## src/rtl/hopfield_activity_monitor.sv

```systemverilog
// Spike activity monitor: per-cycle popcount, saturating windowed total with threshold flag,
// and pattern-stability detector. Optional peak tracking under HOPFIELD_PEAK_TRACK_EN.
module hopfield_activity_monitor #(
  parameter int unsigned N_NEURONS     = 7,
  parameter int unsigned WINDOW        = 16,
  parameter int unsigned STABLE_CYCLES = 4,
  parameter int unsigned ACC_W         = 8,
  localparam int unsigned POP_W        = $clog2(N_NEURONS + 1)
) (
  input  logic                 clk,
  input  logic                 rst_n,
  input  logic                 enable,
  input  logic                 clear,
  input  logic [N_NEURONS-1:0] spikes,
  input  logic [ACC_W-1:0]     thresh,
  output logic [POP_W-1:0]     inst_count,
  output logic [ACC_W-1:0]     win_count,
  output logic                 win_valid,
  output logic                 above_thresh,
  output logic                 converged,
  output logic                 running
`ifdef HOPFIELD_PEAK_TRACK_EN
  ,
  output logic [ACC_W-1:0]     peak_count
`endif
);

  localparam int unsigned PH_W = $clog2(WINDOW);
  localparam int unsigned ST_W = $clog2(STABLE_CYCLES + 1);

  typedef enum logic {IDLE, RUN} state_t;

  state_t               r_state;
  state_t               w_state_nxt;
  logic [ACC_W-1:0]     r_acc;
  logic [PH_W-1:0]      r_phase;
  logic [N_NEURONS-1:0] r_prev;
  logic [ST_W-1:0]      r_stable;
  logic [POP_W-1:0]     r_inst;
  logic [ACC_W-1:0]     r_win;
  logic                 r_valid;
  logic                 r_above;
  logic                 r_conv;

  logic [POP_W-1:0]     w_pop;
  logic [ACC_W-1:0]     w_acc_base;
  logic [PH_W-1:0]      w_phase_base;
  logic [ACC_W:0]       w_sum;
  logic [ACC_W-1:0]     w_sat;
  logic                 w_win_end;
  logic [ST_W-1:0]      w_stable_nxt;

  always_ff @(posedge clk or negedge rst_n) begin
    if (!rst_n) r_state <= IDLE;
    else        r_state <= w_state_nxt;
  end

  always_comb begin
    w_state_nxt = r_state;
    if (clear)       w_state_nxt = IDLE;
    else if (enable) w_state_nxt = RUN;
    else             w_state_nxt = IDLE;
  end

  always_comb begin
    w_pop = '0;
    for (int unsigned i = 0; i < N_NEURONS; i++) w_pop = w_pop + POP_W'(spikes[i]);
  end

  // Entering RUN starts a fresh window, so stale acc/phase from a dropped window are masked.
  always_comb begin
    w_acc_base   = (r_state == RUN) ? r_acc : '0;
    w_phase_base = (r_state == RUN) ? r_phase : '0;
    w_sum        = {1'b0, w_acc_base} + (ACC_W + 1)'(w_pop);
    w_sat        = w_sum[ACC_W] ? '1 : w_sum[ACC_W-1:0];
    w_win_end    = (w_phase_base == PH_W'(WINDOW - 1));
    if (spikes != r_prev)                         w_stable_nxt = '0;
    else if (r_stable == ST_W'(STABLE_CYCLES))    w_stable_nxt = r_stable;
    else                                          w_stable_nxt = r_stable + 1'b1;
  end

  always_ff @(posedge clk or negedge rst_n) begin
    if (!rst_n) begin
      r_acc    <= '0;
      r_phase  <= '0;
      r_prev   <= '0;
      r_stable <= '0;
      r_inst   <= '0;
      r_win    <= '0;
      r_valid  <= 1'b0;
      r_above  <= 1'b0;
      r_conv   <= 1'b0;
    end else if (clear) begin
      r_acc    <= '0;
      r_phase  <= '0;
      r_prev   <= '0;
      r_stable <= '0;
      r_inst   <= '0;
      r_win    <= '0;
      r_valid  <= 1'b0;
      r_above  <= 1'b0;
      r_conv   <= 1'b0;
    end else begin
      r_valid <= 1'b0;
      if (enable) begin
        r_inst <= w_pop;
        if (w_win_end) begin
          r_win   <= w_sat;
          r_above <= (w_sat >= thresh);
          r_valid <= 1'b1;
          r_acc   <= '0;
          r_phase <= '0;
        end else begin
          r_acc   <= w_sat;
          r_phase <= w_phase_base + 1'b1;
        end
        r_prev   <= spikes;
        r_stable <= w_stable_nxt;
        r_conv   <= (w_stable_nxt == ST_W'(STABLE_CYCLES));
      end
    end
  end

`ifdef HOPFIELD_PEAK_TRACK_EN
  logic [ACC_W-1:0] r_peak;

  always_ff @(posedge clk or negedge rst_n) begin
    if (!rst_n)                                           r_peak <= '0;
    else if (clear)                                       r_peak <= '0;
    else if (enable && w_win_end && (w_sat > r_peak))     r_peak <= w_sat;
  end

  assign peak_count = r_peak;
`endif

  assign inst_count   = r_inst;
  assign win_count    = r_win;
  assign win_valid    = r_valid;
  assign above_thresh = r_above;
  assign converged    = r_conv;
  assign running      = (r_state == RUN);

endmodule

```

## config.mk

```make
export PLATFORM = sky130hd
export DESIGN_NAME = hopfield_activity_monitor
export DESIGN_NICKNAME = d
export VERILOG_FILES = /design/src/rtl/hopfield_activity_monitor.sv
export SDC_FILE = /design/constraint.sdc
export NUM_CORES = 1
export LEC_CHECK = 0
export ABC_AREA = 1
export BUFFER_PORTS_ARGS = -buffer_cell sky130_fd_sc_hd__buf_2
export CORE_MARGIN = 1
export CORE_UTILIZATION = 40
export CTS_CLUSTER_DIAMETER = 60
export CTS_CLUSTER_SIZE = 12
export DETAILED_ROUTE_END_ITERATION = 10
export GPL_ROUTABILITY_DRIVEN = 0
export GPL_TIMING_DRIVEN = 0
export SLEW_MARGIN = 5
export SYNTH_ARGS = -nofsm -noshare
export SYNTH_HDL_FRONTEND = slang
export SYNTH_SLANG_ARGS = --single-unit
```

## constraint.sdc

```tcl
create_clock -name clk -period 4.5 [get_ports clk]
set_clock_uncertainty 0.05 [all_clocks]
set_input_delay 1.35 -clock clk [delete_from_list [all_inputs] [get_ports clk]]
set_output_delay 1.35 -clock clk [all_outputs]
set_load 0.1 [all_outputs]
```

; ---- Word level (Yosys, flattened, before mapping)
; Index checks and enable logic that the tools add are counted.
; W data, S select, Z words.
[word_totals]
register_bits = 37
inputBits = 19
output_inout_bits = 15
[op_classes]
add_sub_neg = 9
order_cmp = 1
n_eq_ne = 4
mux = 30
reduce_logical = 3
[op_table]
columns = cell, count
row1 = $mux W8, 8
row2 = $mux W3, 6
row3 = $mux W4, 4
row4 = $mux W7, 2
row5 = $add A3 B1 Y3, 4
row6 = $mux W1, 10
row7 = $add A8 B3 Y9, 1
row8 = $ge A8 B8 Y1, 1
row9 = $ne A7 B7 Y1, 1
row10 = $eq A3 B3 Y1 const B, 2
row11 = $add A4 B1 Y4 const B, 1
row12 = $eq A4 B4 Y1 const B, 1
row13 = $reduce_bool A2 Y1, 2
row14 = $add A2 B1 Y3, 1
row15 = $add A3 B1 Y3 const B, 1
row16 = $add A1 B1 Y2, 1
row17 = $reduce_and A2 Y1, 1

; ---- Longest topological paths before layout
[logic_depth]
word_depth = 12
ltp_mapped = 22

; ---- Worst setup path before layout
; Ideal clock, no wire load.
[synth_timing]
path_kind = input -> register
start = in spikes[0]
end = reg r_above (netlist: above_thresh)
setup_time_ns = 0.120
arrival_time_ns = 4.790
required_ns = 4.330
path_slack_ns = -0.460
stages = 22
path_buffers = 0
cell_sequence = fa_1 > inv_1 > fa_1 > fa_1 > inv_1 > fa_1 > inv_1 > fa_1 > inv_1 > a21oi_1 > nor2_4 > nand3_4 > nand2_2 > ha_1 > inv_1 > nor2_1 > o21ai_0 > nand2_1 > nand2_1 > nand3_1 > nand2_1 > nand2_1
[synth_between]
elab_chain_cells = 12
[synth_rtl]
columns = element, line
row1 = start: declaration, 14  ; input logic [N_NEURONS-1:0] spikes,
row2 = $add A1 B1 Y2, 67  ; for (int unsigned i = 0; i < N_NEURONS; i++) w_pop = w_pop + POP_W'(spikes[i]);
row3 = $add A2 B1 Y3, 67
row4 = $add A3 B1 Y3 (4 in a row), 67
row5 = $add A8 B3 Y9, 74  ; w_sum = {1'b0, w_acc_base} + (ACC_W + 1)'(w_pop);
row6 = $mux W8, 75  ; w_sat = w_sum[ACC_W] ? '1 : w_sum[ACC_W-1:0];
row7 = $ge A8 B8 Y1, 109  ; r_above <= (w_sat >= thresh);
row8 = $mux W1, 107  ; if (w_win_end) begin
row9 = $mux W1, 105  ; if (enable) begin
row10 = $mux W1, 93  ; end else if (clear) begin
row11 = end signal: assignment, 109
row12 = end: declaration, 42  ; logic r_above;
; Every way passes these cells. The select of a mux whose other input is x is not followed.
; A chain may end at the register's enable or synchronous reset.

; ---- Worst setup path in the final report
[layout_timing]
start = in spikes[3]
end = reg r_above (netlist: above_thresh)
[layout_between]
elab_chain_cells = 10
[layout_rtl]
columns = element, line
row1 = $add A3 B1 Y3 (4 in a row), 67
row2 = $add A8 B3 Y9, 74
row3 = $mux W8, 75
row4 = $ge A8 B8 Y1, 109
row5 = $mux W1, 107
row6 = $mux W1, 105
row7 = $mux W1, 93
; Every way passes these cells. The select of a mux whose other input is x is not followed.

==> summary.md <==
| Metric | Value |
|---|---|
| Final setup vio count | 5 |
| Synth Area in Compound Gates | 0.0809 |
| Asr flop ratio synth | 1.00 |
| EDFF count, synth | 0 |
| Synthesized area | 0.00233 mm^2 |
| Clock Tree Buf Depth | 2 |
| DRC viols | 0 |
| Hpwl dp | 3.57 mm |
| Antenna violations before repair | 0 |
| Post-synthesis cell type count | 31 |
| P_int | around 660 uW |
| Area after DPL | 0.00262 mm^2 |
| Via count | roughly 2,000 |
| Met2 GRT Util | 0.277 |
| Min Hold Slack | 427 ps |
| Power share of the combinational group | 0.247 |
| DRT Wirelength | ~5 mm |
| CTS sink cnt | 37 |
| Die X-Extent | 78.4 um |
| Critical Path, Cell by Cell | buf_8 > fa_1 > inv_2 > fa_1 > fa_2 > inv_2 > fa_1 > inv_2 > fa_2 > inv_2 > a21oi_4 > nor2_4 > nand3_4 > buf_6 > nand3_4 > ha_1 > nand2_1 > nor2_2 > nand4_1 > nand3_1 > nand2_1 > nand2_1 |
| Most frequent cells in the layout | nand2_1 (104), inv_1 (42), dfrtp_1 (37) |
| # IOs | 34 |
| Prevailing post-synth register cell | dfrtp_1 |
| Pin count of the biggest net entering global routing | 38 |
| RSZ-0062 raised after global routing | yes |
| Area Overhead vs Synth | 27.8% |
| Drt pass-1 iters | 4 |
| Total power | 943 uW |
| Pins Over Slew Limit | 0 |
| Failing checks | negative setup slack |
| Setup_tns | -1590 ps |
| Kind of critical path | input port to flip-flop |
| GRT Residual Overflow | 0 |
| Post-synthesis mux area share | 0 |
| Register area share after synthesis | 0.397 |
| Placed Cells | 401 |
| DR iter-0 viols | 75 |
| Syn_area_per_cell | between 7 and 8 um^2 |
| # port buffers | 33 |
| Data required, critical path | 4640 ps |
| Worst R2R Setup Slack | between 1500 and 2000 ps |
| Sequential power share | 0.374 |
| Slew Limit Headroom | 0.437 |
| Critical hold path startpoint | win_count[7] |
| Gate Count Post-Synth | between 200 and 300 |
| Inserted Clock Buffers | 5 |
| Synth area leader | dfrtp_1 |
| CP Max Fanout | 7 |
| GRT Overall Usage | 0.177 |
| Critical Path AT | 5140 ps |
| Post-DRT Antenna Nets | 0 |
| Vias in the first global route | between 1,500 and 2,000 |
| Final cell count without fillers | 421 |
| Reg clk slew, reported paths | 80 ps |
| Top-area cell type share of the netlist area | 0.397 |
| Antenna cells | 0 |
| Clock Latency Late Sink | ~300 ps |
| H-Tree Depth | 2 |
| Switching power of the nets | 288 uW |
| DP Worst Slack | -770 ps |
| Via/cell ratio | 4.68 |
| # rows | 27 |
| Layout cell share with drive strength beyond 1 | 0.309 |
| Die area | just over 0.006 mm^2 |
| Root Driver | clkbuf_8 |
| Met1 GRT Util | 0.251 |
| Ranking of synthesized cells by area | dfrtp_1 (40%), nand2_1 (17%), inv_1 (7.6%) |
| Worst reg2reg path depth | 19 |
| Largest family of logic cells by synthesized area | simple AND/OR/NAND/NOR gates |
| Post-Synth Simple-Gate Area | 0.288 |
| Worst VDD drop | 0.000209 V |
| Commonest non-fill, non-tap cell in the layout | nand2_1 |
| Tightest Pin Transition | ~840 ps |
| TritonCTS clock tree | done |
| Final setup margin | -504 ps |
| Sw Ratio | 0.305 |
| Starting density of the core | 0.419 |
| Final Hold Violating Endpoints | 0 |
| Hold Path Class | flip-flop to flip-flop |
| Delay of the slowest critical-path stage | 540 ps |
| Synth Register Bits | 37 |
| CP max stage cell | fa_1 |
| Final core utilization | 0.535 |
| First-pass GRT wire length | 8.49 mm |
| Die height | around 78 um |
| Syn_nets | 334 |
| Gr busiest metal | met2 |
| Met3 Usage GRT | 0.0314 |
| CP Launch Type | input port |
| Final std cell area, no fill | 0.00298 mm^2 |
| Warning count from the yosys run | 0 |
| P_leak | ~1.7 nW |
| Adder-cell share of the synthesized area | 0.118 |
| Routed WL per cell | 12.0 um |
| Net count reported at finish | 386 |
| Power Dens Cells | 316 mW/mm^2 |
| CP Launch Point | spikes[3] |
| Hold Crit Depth | 2 |
| Fmax | 0.200 GHz |
| Top cell by count, worst path | inv_2 |
| Maxcap violations | 0 |
| Core box area | 0.00557 mm^2 |
| Status | finished, violations left |
| Endpoint class of the critical path | flip-flop |
| Clock power share | 0.379 |
| Fin crit share | 1.11 |
| Tmin final | 5000 ps |
| Xor/xnor cell area share of the yosys netlist | 0.0188 |
| Worst r2r src | running |
==> power by group through the flow <==
stage	logic, mW	clock network [mW]	registers, mW
floorplan	0.105	0	0.388
global placement	0.181	0	0.359
global route	0.258	0.377	0.354
detailed placement	0.187	0	0.359
finish	0.233	0.358	0.353
CTS	0.204	0.362	0.353
==> cells by family (layout without fill, tap and decap cells) <==
| logic type | count (synthesis) | in the layout |
|---|---|---|
| buffers and inverters | 58 | 111 |
| xor gates and xnor gates | 5 | 5 |
| AOI/OAI and AO/OA | 30 | 30 |
| adders and majority gates | 19 | 19 |
| DFF | 37 | 37 |
| and+or+nand+nor | 147 | 147 |
==> synth_stat cells, drive strengths merged (2+ instances only) <==
cell   count
nand2    117
inv       55
dfrtp     37
nor2      16
ha        14
o21ai     12
nand3     11
o22ai      7
a21oi      6
fa         5
buf        3
xor2       3
nand4      2
xnor2      2
==> critical path: cells and delay by family <==
kind | cells | cell delay (ps)
buf+inv | 6 | 510
compound gates | 1 | 60
fa+ha+maj | 6 | 2420
simple gates | 9 | 800
==> worst paths after layout <==
path / end
min in group asynchronous: r_stable[1]
setup / recovery: above_thresh
hold / removal: win_count[7]
max in group asynchronous: r_acc[5]
hold reg to reg: win_count[7]
setup reg to reg: above_thresh
==> final cells by class <==
type | instances | area [um^2]
Multi-Input combinational cell | 201 | 1300
Timing Repair Buffer | 45 | 299
Tap cell | 72 | 90.1
Sequential cell | 37 | 926
Clock inverter | 3 | 68.8
Fill cell | 528 | 2590
Clock buffer | 5 | 68.8
Buffer | 3 | 21.3
Inverter | 55 | 206
==> metal layers <==
metal | wire [um] | up-vias
li1 | - | 1022
met4 | 56 | 0
met5 | 0 | -
met1 | 2540 | 913
met2 | 2310 | 30
met3 | 135 | 5
==> flip-flops by register name, summed over array words and instances, names as in the netlist <==
| register | cells |
|---|---|
| above_thresh | 1 |
| converged | 1 |
| inst_count | 3 |
| r_acc | 8 |
| r_prev | 7 |
| win_valid | 1 |
| r_phase | 4 |
| running | 1 |
| r_stable | 3 |
| win_count | 8 |
==> repair_timing <==
action | in CTS | in global routing
setup buffers | 2 | 11
pin swaps | 5 | 16
endpoints found under the setup margin | 1 | 6
hold buffers | 0 | 0
gates resized for setup | 7 | 27
No activity file was read; power rests on OpenSTA's default activity.
